[src/rtl/alu_pkg.sv]
// Opcode and sequencer-state encodings shared by the ALU and the PC sequencer.
package alu_pkg;

   typedef enum logic [2:0] {
      ALU_AND = 3'b000,
      ALU_ADD,
      ALU_XOR,
      ALU_BNE,
      ALU_LS,
      ALU_RS,
      ALU_LW,
      ALU_STR = 3'b111
   } alu_op_t;

   typedef enum logic [1:0] {
      IDLE,
      FETCH,
      EXEC,
      HALT
   } seq_state_t;

endpackage

[src/rtl/pc_sequencer_sat_counter.sv]
// Saturating up-counter with synchronous clear; clear has priority over increment.
module sat_counter #(
   parameter int unsigned W = 16
) (
   input  logic         clk,
   input  logic         rst_n,
   input  logic         clr,
   input  logic         inc,
   output logic [W-1:0] cnt
);

   logic [W-1:0] r_cnt;

   always_ff @(posedge clk or negedge rst_n) begin
      if (!rst_n) begin
         r_cnt <= '0;
      end else if (clr) begin
         r_cnt <= '0;
      end else if (inc && (r_cnt != '1)) begin
         r_cnt <= r_cnt + W'(1);
      end
   end

   assign cnt = r_cnt;

endmodule

[src/rtl/pc_sequencer.sv]
// Program counter and two-cycle fetch/execute sequencer with start/done handshake
// and a saturating retired-instruction count.
module pc_sequencer
   import alu_pkg::*;
#(
   parameter int unsigned PC_W     = 10,
   parameter int unsigned DATA_W   = 8,
   parameter int unsigned START_PC = 0,
   parameter int unsigned CNT_W    = 16
) (
   input  logic              clk,
   input  logic              rst_n,
   input  logic              start,
   input  logic              halt,
   input  alu_op_t           alu_cmd,
   input  logic [DATA_W-1:0] alu_rslt,
   output logic [PC_W-1:0]   prog_ctr,
   output logic              exec_en,
   output logic              done,
   output logic [CNT_W-1:0]  instr_cnt
);

   seq_state_t        r_state;
   logic [PC_W-1:0]   r_pc;
   logic              r_exec_en;
   logic              r_done;

   logic              w_start_ok;
   logic              w_taken;
   logic              w_inc;
   logic [PC_W-1:0]   w_offset;
   logic [PC_W-1:0]   w_pc_next;

   assign w_start_ok = start && ((r_state == IDLE) || (r_state == HALT));
   assign w_inc      = (r_state == EXEC);
   // A zero result means the BNE operands were equal, so the branch is not taken.
   assign w_taken    = (alu_cmd == ALU_BNE) && (alu_rslt != '0);
   assign w_offset   = PC_W'($signed(alu_rslt));
   assign w_pc_next  = r_pc + (w_taken ? w_offset : PC_W'(1));

   always_ff @(posedge clk or negedge rst_n) begin
      if (!rst_n) begin
         r_state   <= IDLE;
         r_pc      <= PC_W'(START_PC);
         r_exec_en <= 1'b0;
         r_done    <= 1'b0;
      end else begin
         case (r_state)
            IDLE, HALT: begin
               if (start) begin
                  r_state   <= FETCH;
                  r_pc      <= PC_W'(START_PC);
                  r_exec_en <= 1'b0;
                  r_done    <= 1'b0;
               end
            end
            FETCH: begin
               r_state   <= EXEC;
               r_exec_en <= 1'b1;
            end
            EXEC: begin
               r_exec_en <= 1'b0;
               if (halt) begin
                  r_state <= HALT;
                  r_done  <= 1'b1;
               end else begin
                  r_state <= FETCH;
                  r_pc    <= w_pc_next;
               end
            end
            default: begin
               r_state   <= IDLE;
               r_exec_en <= 1'b0;
               r_done    <= 1'b0;
            end
         endcase
      end
   end

   sat_counter #(
      .W (CNT_W)
   ) u_instr_cnt (
      .clk   (clk),
      .rst_n (rst_n),
      .clr   (w_start_ok),
      .inc   (w_inc),
      .cnt   (instr_cnt)
   );

   assign prog_ctr = r_pc;
   assign exec_en  = r_exec_en;
   assign done     = r_done;

endmodule

[config.mk]
export PLATFORM = sky130hd
export DESIGN_NAME = pc_sequencer
export DESIGN_NICKNAME = d
export VERILOG_FILES = /design/src/rtl/alu_pkg.sv /design/src/rtl/pc_sequencer_sat_counter.sv /design/src/rtl/pc_sequencer.sv
export SDC_FILE = /design/constraint.sdc
export NUM_CORES = 1
export LEC_CHECK = 0
export CORE_UTILIZATION = 54
export CTS_CLUSTER_SIZE = 40
export DETAILED_ROUTE_END_ITERATION = 7
export GPL_ROUTABILITY_DRIVEN = 0
export PLACE_DENSITY = 0.85
export SETUP_SLACK_MARGIN = 0.4
export SYNTH_ARGS = -nofsm -noshare
export SYNTH_HDL_FRONTEND = slang
export SYNTH_SLANG_ARGS = --single-unit
[constraint.sdc]
create_clock -name clk -period 3.6 [get_ports clk]
set_input_delay 0.54 -clock clk [delete_from_list [all_inputs] [get_ports clk]]
set_output_delay 0.54 -clock clk [all_outputs]
set_load 0.01 [all_outputs]
==> results.md <==
- Outcome: finished, final reports clean
- R2R Path Start: r_state[0]
- Cell Int Power: 0.7032 mW
- Most common cell after layout, fill and taps aside: clkdlybuf4s50_1
- Placed inst area: 0.002414 sq mm
- Part of the cycle the worst path needs: 0.8362
- Setup ws final: 589.8 ps
- Vias in the first global route: 1620
- Met3 WL post-DR: 153 um
- Final TNS setup: 0 ps
- Switching share of total power: 0.3673
- Global-route wire length before repair: 6810 um
- Final Hold Viols: 0
- R2R setup slack: 1380 ps
- Chip height: 61.95 um
- Pin count of the biggest net entering global routing: 31
- Worst-path cell chain: dlymetal6s2s_1 > or4_4 > nor4_2 > or4_1 > ha_2 > inv_1 > fa_2 > nor2b_2 > o21ai_2 > a21boi_2 > nor4_2 > or4_1 > nand3_2
- Reg area: 750.7 sq um
- Multi-input logic area: 0.001157 sq mm
- Achievable frequency: 332.2 MHz
- I/O Buffers: 42
- Syn nets: 241
- Clk_skew: 8.619 ps
- Placed insts: 298
- Worst setup SP type: input pin
- Sequential power share: 0.388
- Metal2 WL: 2063 um
- Post-synthesis sequential area ratio: 0.3868
- Psw: 0.4083 mW
- Mapped Cells: 212
- Io pins: 43
- Combinational power share: 0.382
- DP Wirelength: 3030 um
- Initial Util: 0.5725
- Root Buffer: clkbuf_4
- Crit path max fanout: 2
- Die ar.: 0.003837 sq mm
- WL met1: 1943 um
- Period minus WS final: 3010 ps
- Drt wl/cell: 13.82 um
- P_leak: 1.140 nW
- Antenna violations before repair: 0
- Finished Layout Cells: 307
- Initial DRC Count: 73
- Layout Nets: 289
- Gr ovfl total: 0
- CP peak stage delay: 550 ps
- 1st-pass router iterations: 4
- GRT Overall Usage: 0.2454
- CP required: 3880 ps
- Filler cells: 241
- Synthesized area: 0.001941 sq mm
- Cell area after layout: 0.002546 sq mm
- CTS max path bufs: 2
- Max Cap Violations: 0
- CTS HTree Levels: 2
- Worst slew pin tran: 1057 ps
- Fin Hold WS: 522.4 ps
- Crit end category: flip-flop
- Top_reg_cell synth: dfrtp_1
- Min-Delay Path Class: reg2reg
- CTS clk-pin slew, worst paths: 100 ps
- Pwr Total: 1.111 mW
- Yosys reg bits: 30
- Worst reg-to-reg path cell count: 6
- Clk_lat worst skew: 340 ps
- Most frequent cells in the layout: clkdlybuf4s50_1 (38), dfrtp_1 (30), nor2_1 (25)
- Avg Cell Area, Syn: 9.154 sq um
- Max Slew Vio Count: 0
- Via count: 1713
- Clock share of power: 0.231
- Clock buffer count from CTS: 5
- CP startpoint: alu_rslt[4]
- Number of routed nets with antenna violations: 0
- Place WS: 17.07 ps
- Yosys warns: 0
- Via density: 5.580
- Post-CTS Hold Buffers: 0
- Area grow syn2layout: 31.21%
- CP Class: in2reg
- Slowest CP cell: or4_1
- Final wirelength: 4244 um
- RSZ-0062 raised after global routing: false
- EDFF count, synth: 0
- Top Metal Used: met4
- Die X: 61.95 um
- WP data arrival: 3290 ps
- Cell Rows: 21
- Setup Viol. Count Final: 0
- CTS Sinks: 30
- Async S/R FF share, synth: 1.000
- Share of cells above drive strength 1: 0.1034
- Pwr dens: 436.5 mW/mm^2
- Crit path capture: prog_ctr[8]
- RR Endpoint: u_instr_cnt.cnt[6]
- Synth unique cells: 45
- Core area: 0.003390 sq mm
- Drt drc: 0
- VDD IR max: 0.0003065 V
- Final core occ: 0.7512
- # diodes: 0
- TritonCTS clock tree: done
- Max_slew headroom: 0.2925
-- cell families after synthesis --
logic type | count (synthesis) | share of synthesized area
AOI/OAI and AO/OA | 34 | 0.1102
buffers and inverters | 15 | 0.03546
muxes | 4 | 0.02128
xor gates and xnor gates | 16 | 0.07221
and+or+nand+nor | 99 | 0.2798
DFF | 30 | 0.3868
adders and majority gates | 14 | 0.09414
-- repair_timing --
| action | 4_1_cts | 5_1_grt |
|---|---|---|
| setup endpoints to repair | 2 | 2 |
| buffers inserted | 0 | 1 |
| resized for setup | 1 | 15 |
| pin swaps | 0 | 8 |
-- worst max-delay path: cells and delay by family --
kind                       cells  cell delay (ps)
AOI/OAI and AO/OA              2              250
and+or+nand+nor                7             1750
adders and majority gates      2              570
buffers and inverters          2              190
-- cells in the mapped netlist (2+ instances only) --
| master | count | area share |
|---|---|---|
| clkbuf_1 | 3 | 0.0058 |
| a21oi_1 | 9 | 0.023 |
| nand2b_1 | 2 | 0.0064 |
| o211ai_1 | 2 | 0.0077 |
| xor2_1 | 11 | 0.050 |
| a21o_1 | 2 | 0.0077 |
| dfrtp_1 | 30 | 0.39 |
| a21boi_0 | 2 | 0.0077 |
| nor2_1 | 25 | 0.048 |
| nor4_1 | 2 | 0.0064 |
| xnor2_1 | 5 | 0.023 |
| o31ai_1 | 2 | 0.0077 |
| nand4_1 | 5 | 0.016 |
| nor3b_1 | 7 | 0.027 |
| ha_1 | 13 | 0.084 |
| mux2i_1 | 3 | 0.015 |
| o21ai_0 | 10 | 0.026 |
| nand3b_1 | 3 | 0.012 |
| nor3_1 | 3 | 0.0077 |
| nor2b_1 | 3 | 0.0097 |
| and2_1 | 6 | 0.019 |
| inv_1 | 9 | 0.017 |
| or4_1 | 3 | 0.012 |
| nand3_1 | 7 | 0.018 |
| nand2_1 | 24 | 0.046 |
| a211oi_1 | 2 | 0.0077 |
-- final cells by class --
type,count,area share
Clock buffer,8,0.03096
Inverter,9,0.01327
Multi-Input combinational cell,167,0.4545
Sequential cell,30,0.2948
Tap cell,46,0.02260
Timing Repair Buffer,47,0.1838
-- state kept, by name, summed over array words and instances, names as in the netlist --
register	cells
r_state	2
done	1
prog_ctr	10
u_instr_cnt.cnt	16
exec_en	1
-- power groups by stage --
stage	Sequential, mW	Clock (mW)	Combinational [mW]
CTS	0.430	0.257	0.416
global placement	0.435	0	0.404
global route	0.437	0.272	0.476
detailed placement	0.436	0	0.414
floorplan	0.445	0	0.254
finish	0.431	0.256	0.424
-- how the worst min path moves through the flow --
stage | from | end | slack, ps | cells past startpoint
finish | exec_en | exec_en | 520 | 1
global route | exec_en | exec_en | 540 | 1
CTS | exec_en | exec_en | 520 | 1
detailed placement | exec_en | exec_en | 510 | 1
global placement | exec_en | exec_en | 500 | 1
floorplan | rst_n | done | 240 | 0
-- routing by layer --
metal	GRT usage	vias up
li1	-	845
met1	0.3024	813
met2	0.4027	45
met3	0.05797	10
met4	0.1206	0
met5	0	-
No activity file was read; power rests on OpenSTA's default activity.
